[src/rtl/axi_pkg.sv]
// Shared AXI write/read arbitration types: FSM states, master ID tags, ID helper.
// Latency: n/a (types and constants only).
// Backpressure: n/a.
package axi_pkg;

    typedef enum logic [1:0] {ARB_IDLE, ARB_AW, ARB_W, ARB_B} arb_state_e;

    // Master tags placed on awid/arid; the B/R muxes decode the same values.
    localparam logic [7:0] MID_M0 = 8'h00;
    localparam logic [7:0] MID_M1 = 8'h01;
    localparam logic [7:0] MID_M2 = 8'h02;

    function automatic logic [7:0] mid_of(input logic [1:0] idx);
        case (idx)
            2'd1:    mid_of = MID_M1;
            2'd2:    mid_of = MID_M2;
            default: mid_of = MID_M0;
        endcase
    endfunction

endpackage

[src/rtl/rr_arb3.sv]
// Combinational 3-way round-robin picker: first requester at or after ptr (0->1->2->0).
// Latency: 0 cycles (pure combinational).
// Backpressure: none; caller decides when the pick is consumed.
// Ports: req[2:0] requests, ptr[1:0] priority start (3 treated as 0),
//        gnt_onehot[2:0] winner, gnt_idx[1:0] winner index, any = at least one request.
module rr_arb3 (
    input  logic [2:0] req,
    input  logic [1:0] ptr,
    output logic [2:0] gnt_onehot,
    output logic [1:0] gnt_idx,
    output logic       any
);

    logic [2:0] mask;
    logic [2:0] masked;
    logic [2:0] cand;

    always_comb begin
        // Mask off requesters below ptr; if none remain, wrap to the full set.
        case (ptr)
            2'd1:    mask = 3'b110;
            2'd2:    mask = 3'b100;
            default: mask = 3'b111;
        endcase
        masked     = req & mask;
        cand       = (|masked) ? masked : req;
        // Isolate the lowest set bit of the candidate set.
        gnt_onehot = cand & (~cand + 3'd1);
        gnt_idx    = gnt_onehot[2] ? 2'd2 : (gnt_onehot[1] ? 2'd1 : 2'd0);
        any        = |req;
    end

endmodule

[src/rtl/axi_master_arb_aw_w.sv]
// Write-path arbiter m0..m2 -> one slave AW/W channel; grant held until matching B is snooped.
// Latency: AW registered (1 cycle after master handshake); W combinational pass-through.
// Backpressure: AWREADY only to the IDLE winner; W ready mirrors slave wready for the granted master only.
// Ports: clk_i/rst_i (sync, active-high); mN_AW*/mN_W* master side; aw*/w* slave side; bid/bvalid/bready snooped.
module axi_master_arb_aw_w #(
    parameter int ADDR_W = 32,
    parameter int DATA_W = 32,
    parameter int ID_W   = 8
) (
    input  logic                clk_i,
    input  logic                rst_i,
    input  logic [ADDR_W-1:0]   m0_AWADDR,
    input  logic [7:0]          m0_AWLEN,
    input  logic [2:0]          m0_AWSIZE,
    input  logic [1:0]          m0_AWBURST,
    input  logic                m0_AWVALID,
    output logic                m0_AWREADY,
    input  logic [DATA_W-1:0]   m0_WDATA,
    input  logic [DATA_W/8-1:0] m0_WSTRB,
    input  logic                m0_WLAST,
    input  logic                m0_WVALID,
    output logic                m0_WREADY,
    input  logic [ADDR_W-1:0]   m1_AWADDR,
    input  logic [7:0]          m1_AWLEN,
    input  logic [2:0]          m1_AWSIZE,
    input  logic [1:0]          m1_AWBURST,
    input  logic                m1_AWVALID,
    output logic                m1_AWREADY,
    input  logic [DATA_W-1:0]   m1_WDATA,
    input  logic [DATA_W/8-1:0] m1_WSTRB,
    input  logic                m1_WLAST,
    input  logic                m1_WVALID,
    output logic                m1_WREADY,
    input  logic [ADDR_W-1:0]   m2_AWADDR,
    input  logic [7:0]          m2_AWLEN,
    input  logic [2:0]          m2_AWSIZE,
    input  logic [1:0]          m2_AWBURST,
    input  logic                m2_AWVALID,
    output logic                m2_AWREADY,
    input  logic [DATA_W-1:0]   m2_WDATA,
    input  logic [DATA_W/8-1:0] m2_WSTRB,
    input  logic                m2_WLAST,
    input  logic                m2_WVALID,
    output logic                m2_WREADY,
    output logic [ID_W-1:0]     awid,
    output logic [ADDR_W-1:0]   awaddr,
    output logic [7:0]          awlen,
    output logic [2:0]          awsize,
    output logic [1:0]          awburst,
    output logic                awvalid,
    input  logic                awready,
    output logic [DATA_W-1:0]   wdata,
    output logic [DATA_W/8-1:0] wstrb,
    output logic                wlast,
    output logic                wvalid,
    input  logic                wready,
    input  logic [ID_W-1:0]     bid,
    input  logic                bvalid,
    input  logic                bready
);
    import axi_pkg::*;

    arb_state_e          state_q;
    logic [1:0]          grant_q;
    logic [1:0]          rr_ptr_q;
    logic [ID_W-1:0]     awid_q;
    logic [ADDR_W-1:0]   awaddr_q;
    logic [7:0]          awlen_q;
    logic [2:0]          awsize_q;
    logic [1:0]          awburst_q;
    logic                awvalid_q;

    logic [2:0]          req;
    logic [2:0]          gnt_oh;
    logic [1:0]          gnt_idx;
    logic                gnt_any;
    logic                arb_en;
    logic                w_phase;

    logic [ADDR_W-1:0]   sel_awaddr;
    logic [7:0]          sel_awlen;
    logic [2:0]          sel_awsize;
    logic [1:0]          sel_awburst;
    logic                sel_wvalid;

    assign req = {m2_AWVALID, m1_AWVALID, m0_AWVALID};

    rr_arb3 u_rr_arb3 (
        .req        (req),
        .ptr        (rr_ptr_q),
        .gnt_onehot (gnt_oh),
        .gnt_idx    (gnt_idx),
        .any        (gnt_any)
    );

    // Ready/valid are gated by rst_i so nothing handshakes while reset is held.
    assign arb_en  = (state_q == ARB_IDLE) && !rst_i;
    assign w_phase = (state_q == ARB_W) && !rst_i;

    assign m0_AWREADY = arb_en & gnt_oh[0];
    assign m1_AWREADY = arb_en & gnt_oh[1];
    assign m2_AWREADY = arb_en & gnt_oh[2];

    assign m0_WREADY = w_phase && (grant_q == 2'd0) && wready;
    assign m1_WREADY = w_phase && (grant_q == 2'd1) && wready;
    assign m2_WREADY = w_phase && (grant_q == 2'd2) && wready;

    always_comb begin
        sel_awaddr  = m0_AWADDR;
        sel_awlen   = m0_AWLEN;
        sel_awsize  = m0_AWSIZE;
        sel_awburst = m0_AWBURST;
        case (gnt_idx)
            2'd1: begin
                sel_awaddr  = m1_AWADDR;
                sel_awlen   = m1_AWLEN;
                sel_awsize  = m1_AWSIZE;
                sel_awburst = m1_AWBURST;
            end
            2'd2: begin
                sel_awaddr  = m2_AWADDR;
                sel_awlen   = m2_AWLEN;
                sel_awsize  = m2_AWSIZE;
                sel_awburst = m2_AWBURST;
            end
            default: ;
        endcase
    end

    always_comb begin
        sel_wvalid = m0_WVALID;
        wdata      = m0_WDATA;
        wstrb      = m0_WSTRB;
        wlast      = m0_WLAST;
        case (grant_q)
            2'd1: begin
                sel_wvalid = m1_WVALID;
                wdata      = m1_WDATA;
                wstrb      = m1_WSTRB;
                wlast      = m1_WLAST;
            end
            2'd2: begin
                sel_wvalid = m2_WVALID;
                wdata      = m2_WDATA;
                wstrb      = m2_WSTRB;
                wlast      = m2_WLAST;
            end
            default: ;
        endcase
    end

    assign wvalid  = w_phase & sel_wvalid;
    assign awid    = awid_q;
    assign awaddr  = awaddr_q;
    assign awlen   = awlen_q;
    assign awsize  = awsize_q;
    assign awburst = awburst_q;
    assign awvalid = awvalid_q;

    always_ff @(posedge clk_i) begin
        if (rst_i) begin
            state_q   <= ARB_IDLE;
            grant_q   <= 2'd0;
            rr_ptr_q  <= 2'd0;
            awid_q    <= '0;
            awaddr_q  <= '0;
            awlen_q   <= '0;
            awsize_q  <= '0;
            awburst_q <= '0;
            awvalid_q <= 1'b0;
        end else begin
            case (state_q)
                ARB_IDLE: begin
                    // The winner always has AWVALID high, so a pick is a handshake.
                    if (gnt_any) begin
                        awaddr_q  <= sel_awaddr;
                        awlen_q   <= sel_awlen;
                        awsize_q  <= sel_awsize;
                        awburst_q <= sel_awburst;
                        awid_q    <= ID_W'(mid_of(gnt_idx));
                        grant_q   <= gnt_idx;
                        awvalid_q <= 1'b1;
                        state_q   <= ARB_AW;
                    end
                end
                ARB_AW: begin
                    if (awready) begin
                        awvalid_q <= 1'b0;
                        state_q   <= ARB_W;
                    end
                end
                ARB_W: begin
                    if (wvalid && wready && wlast) begin
                        state_q <= ARB_B;
                    end
                end
                ARB_B: begin
                    // awid_q carries the grant tag, so it is the id to match.
                    if (bvalid && bready && (bid == awid_q)) begin
                        rr_ptr_q <= (grant_q == 2'd2) ? 2'd0 : grant_q + 2'd1;
                        state_q  <= ARB_IDLE;
                    end
                end
                default: state_q <= ARB_IDLE;
            endcase
        end
    end

endmodule

[config.mk]
export PLATFORM = sky130hd
export DESIGN_NAME = axi_master_arb_aw_w
export DESIGN_NICKNAME = d
export VERILOG_FILES = /design/src/rtl/axi_pkg.sv /design/src/rtl/rr_arb3.sv /design/src/rtl/axi_master_arb_aw_w.sv
export SDC_FILE = /design/constraint.sdc
export NUM_CORES = 1
export LEC_CHECK = 0
export CAP_MARGIN = 20
export CELL_PAD_IN_SITES_DETAIL_PLACEMENT = 0
export CELL_PAD_IN_SITES_GLOBAL_PLACEMENT = 1
export CORE_AREA = 4 4 152 154
export CTS_CLUSTER_SIZE = 25
export DETAILED_ROUTE_END_ITERATION = 10
export DIE_AREA = 0 0 156 158
export PLACE_DENSITY = 0.74
export RECOVER_POWER = 100
export SYNTH_ARGS = -nofsm -noshare
export SYNTH_HDL_FRONTEND = slang
export SYNTH_SLANG_ARGS = --single-unit
[constraint.sdc]
create_clock -name clk_i -period 1.65 [get_ports clk_i]
set_input_delay 0.2475 -clock clk_i [delete_from_list [all_inputs] [get_ports clk_i]]
set_output_delay 0.2475 -clock clk_i [all_outputs]
set_load 0.01 [all_outputs]
==> impl_metrics.env <==
export IMPL_die_w_um=156
export IMPL_yosysTopAreaCellShare_pct=28.63
export IMPL_mappedNetlistArea_um2=3636
export IMPL_ys_warn_count=0
export IMPL_nFillCells=2148
export IMPL_drc=0
export IMPL_fin_crit_ns=1.929
export IMPL_area_growth_pct=154.4
export IMPL_insertion_delay_ns=0.30
export IMPL_synth_area_leaders="dfxtp_1 (29%), a221o_1 (12%), a21oi_1 (11%), nor2_1 (8.9%), a22oi_1 (7.8%)"
export IMPL_drt_iter0_markers=175
export IMPL_grt_pass1_wl_um=31220
export IMPL_cp_required_ns=1.40
export IMPL_fin_ws_ns=-0.2793
export IMPL_regArea_um2=1049
export IMPL_hold_start="awvalid"
export IMPL_relSlewSlack_pct=45.77
export IMPL_irDropWorstVdd_uv=520.1
export IMPL_status="finished with violations"
export IMPL_setup_viol=89
export IMPL_cp_end_kind="output pin"
export IMPL_core_um2=21690
export IMPL_finClkSkew_ns=0.005806
export IMPL_vias=5206
export IMPL_critical_path_class="reg -> out"
export IMPL_worstSetupStartpointType="flop"
export IMPL_max_cap_violations=0
export IMPL_tightest_slew_ns=0.8134
export IMPL_synth_most_common_cell="nor2_1"
export IMPL_viasPerCell=4.503
export IMPL_dieArea_um2=24650
export IMPL_dp_cells=1107
export IMPL_drive_gt1_share_pct=37.94
export IMPL_hold_path_class="reg -> reg"
export IMPL_ios=364
export IMPL_drt_total_wl_um=22380
export IMPL_yosysTopAreaCell="dfxtp_1"
export IMPL_powerDensity_nw_per_um2=1039
export IMPL_rsz0062_at_grt="yes"
export IMPL_layout_cells_non_filler=1156
export IMPL_cts_htree_levels=2
export IMPL_grt_start_max_net_pins=54
export IMPL_cts_clk_slew_worst_paths_ns=0.07
export IMPL_worst_r2r_cell_count=9
export IMPL_async_flop_share_pct=0
export IMPL_antenna_found_initial=0
export IMPL_cts_tree="built"
export IMPL_cellLeakagePower_nw=3.586
export IMPL_hold_end="awvalid"
export IMPL_arrival_ns=1.68
export IMPL_wl_met3_um=1534
export IMPL_nets=1151
export IMPL_synthCells=465
export IMPL_first_global_vias=5268
export IMPL_fin_crit_sh_pct=116.9
export IMPL_synth_edf_count=0
export IMPL_num_rows=54
export IMPL_hold_buffers=0
export IMPL_max_freq_mhz=518.3
export IMPL_cts_sinks=52
export IMPL_dr_max_layer_used="met4"
export IMPL_grt_usage_pct=16.35
export IMPL_drt_met1_wl_um=9045
export IMPL_r2r_start="rr_ptr_q[0]"
export IMPL_wl_met2_um=11500
export IMPL_grt_overflow=0
export IMPL_cts_root_buf="clkbuf_16"
export IMPL_cts_path_max_buffers=2
export IMPL_synth_avg_cell_area_um2=7.819
export IMPL_postRouteAntennaNets=0
export IMPL_postPlaceCellArea_um2=8021
export IMPL_dp_final_hpwl_um=15970
export IMPL_portBuffers=357
export IMPL_violations="setup timing"
export IMPL_gp_congestion=0.7766
export IMPL_multi_input_area_um2=3015
export IMPL_dr_pass1_iters=4
export IMPL_synth_top_flop_cell="dfxtp_1"
export IMPL_start_util_pct=16.76
export IMPL_slew_violations=0
export IMPL_cts_buffers=5
export IMPL_die_height_um=158
export IMPL_finalHoldViolations=0
export IMPL_ff2ff_setup_slack_ns=-0.27
export IMPL_hold_ws_ns=0.4817
export IMPL_seq_area_frac_synth_pct=28.63
export IMPL_synth_commonest_cells="nor2_1 (86), a21oi_1 (77), dfxtp_1 (52), a221o_1 (45), a22oi_1 (38)"
export IMPL_ys_types=35
export IMPL_crit_fanout=8
export IMPL_r2r_end="awlen[6]"
export IMPL_min_path_cells=1
export IMPL_routed_wire_length_per_instance_um=19.36
export IMPL_finalInstanceArea_um2=9251
export IMPL_yosys_register_bits=52
==> cell families after synthesis <==
kind of cell	Yosys count	share of synthesized area (%)
fa+ha+maj	11	3.785
buf+inv	59	8.293
xor+xnor	2	0.4818
other cells	1	0.1031
mux	3	0.8259
simple gates	159	22.92
flops	52	28.63
compound gates	178	34.96
==> layout make-up <==
type | instances | share of cell area [%]
Clock buffer | 7 | 1.542
Sequential cell | 52 | 11.33
Timing Repair Buffer | 449 | 50.32
Tap cell | 280 | 3.787
Antenna cell | 1 | 0.02705
Multi-Input combinational cell | 359 | 32.59
Clock inverter | 1 | 0.08115
Inverter | 7 | 0.3111
==> layer usage <==
layer  up-vias  GRT usage (%)
met3        18          4.046
met5         -              0
met1      2453          19.96
met2       185          29.09
li1       2550              -
met4         0          3.543
==> placed cells by master, fill, tap and decap left out, types with 5 or more instances in the layout <==
cell             instances
nor2_1                  73
a21oi_1                 10
buf_4                   43
nor2_2                   9
clkdlybuf4s50_1        259
a21oi_2                 76
buf_8                    6
nor3_2                  29
buf_6                   19
a221o_1                 45
buf_2                   38
conb_1                   6
buf_16                   9
a22oi_2                 37
dlygate4sd3_1           46
dfxtp_1                 48
ha_1                     5
clkbuf_16                8
buf_12                  18
nor3_1                  18
==> worst max-delay path by stage <==
stage          cells after the start         end         from  slack [ns]
2_1_floorplan                      9  awaddr[28]  rr_ptr_q[0]       -0.08
4_1_cts                            8   wdata[15]   grant_q[0]       -0.26
3_3_place_gp                       7  state_q[0]       bready       -0.49
3_5_place_dp                       7  awaddr[13]   m0_AWVALID       -0.48
6_report                           7   wdata[26]   grant_q[0]       -0.28
5_1_grt                            8    wdata[3]   grant_q[0]       -0.35
==> power breakdown <==
group | switching (mW) | internal [mW]
clock network | 0.511 | 0.607
registers | 0.212 | 1.71
logic | 3.05 | 3.52
==> worst max-delay path, stage by stage (launching register included) <==
cell,delay (ns)
dfxtp_4,0.37
inv_4,0.05
ha_4,0.27
buf_6,0.15
buf_12,0.13
buf_4,0.13
a21oi_2,0.12
buf_2,0.16
==> through the flow <==
| step | power, mW | setup slack, ns | TNS [ns] | utilization (%) |
|---|---|---|---|---|
| final | 9.615 | -0.2793 | -18.86 | 42.66 |
| after floorplan | 4.769 | -0.07849 | -1.441 | - |
| after global routing | 10.28 | -0.3462 | -24.58 | 42.64 |
| after CTS | 9.744 | -0.2623 | -19.76 | 41.63 |
| after global placement | 7.893 | -0.4874 | -35.41 | 36.99 |
| after detailed placement | 7.905 | -0.4845 | -37.25 | 36.99 |
==> sequential cells by signal, indices dropped and copies added (netlist names) <==
| signal | flops |
|---|---|
| awaddr | 32 |
| awburst | 2 |
| awlen | 8 |
| awsize | 3 |
| awvalid | 1 |
| grant_q | 2 |
| rr_ptr_q | 2 |
| state_q | 2 |
==> timing repair <==
item	CTS	global route
buffers inserted	25	8
endpoints found under the hold margin	0	0
pin swaps	57	43
setup endpoints to repair	96	96
cloned	12	3
gates resized for setup	317	48
(Power assumes the default switching activity.)
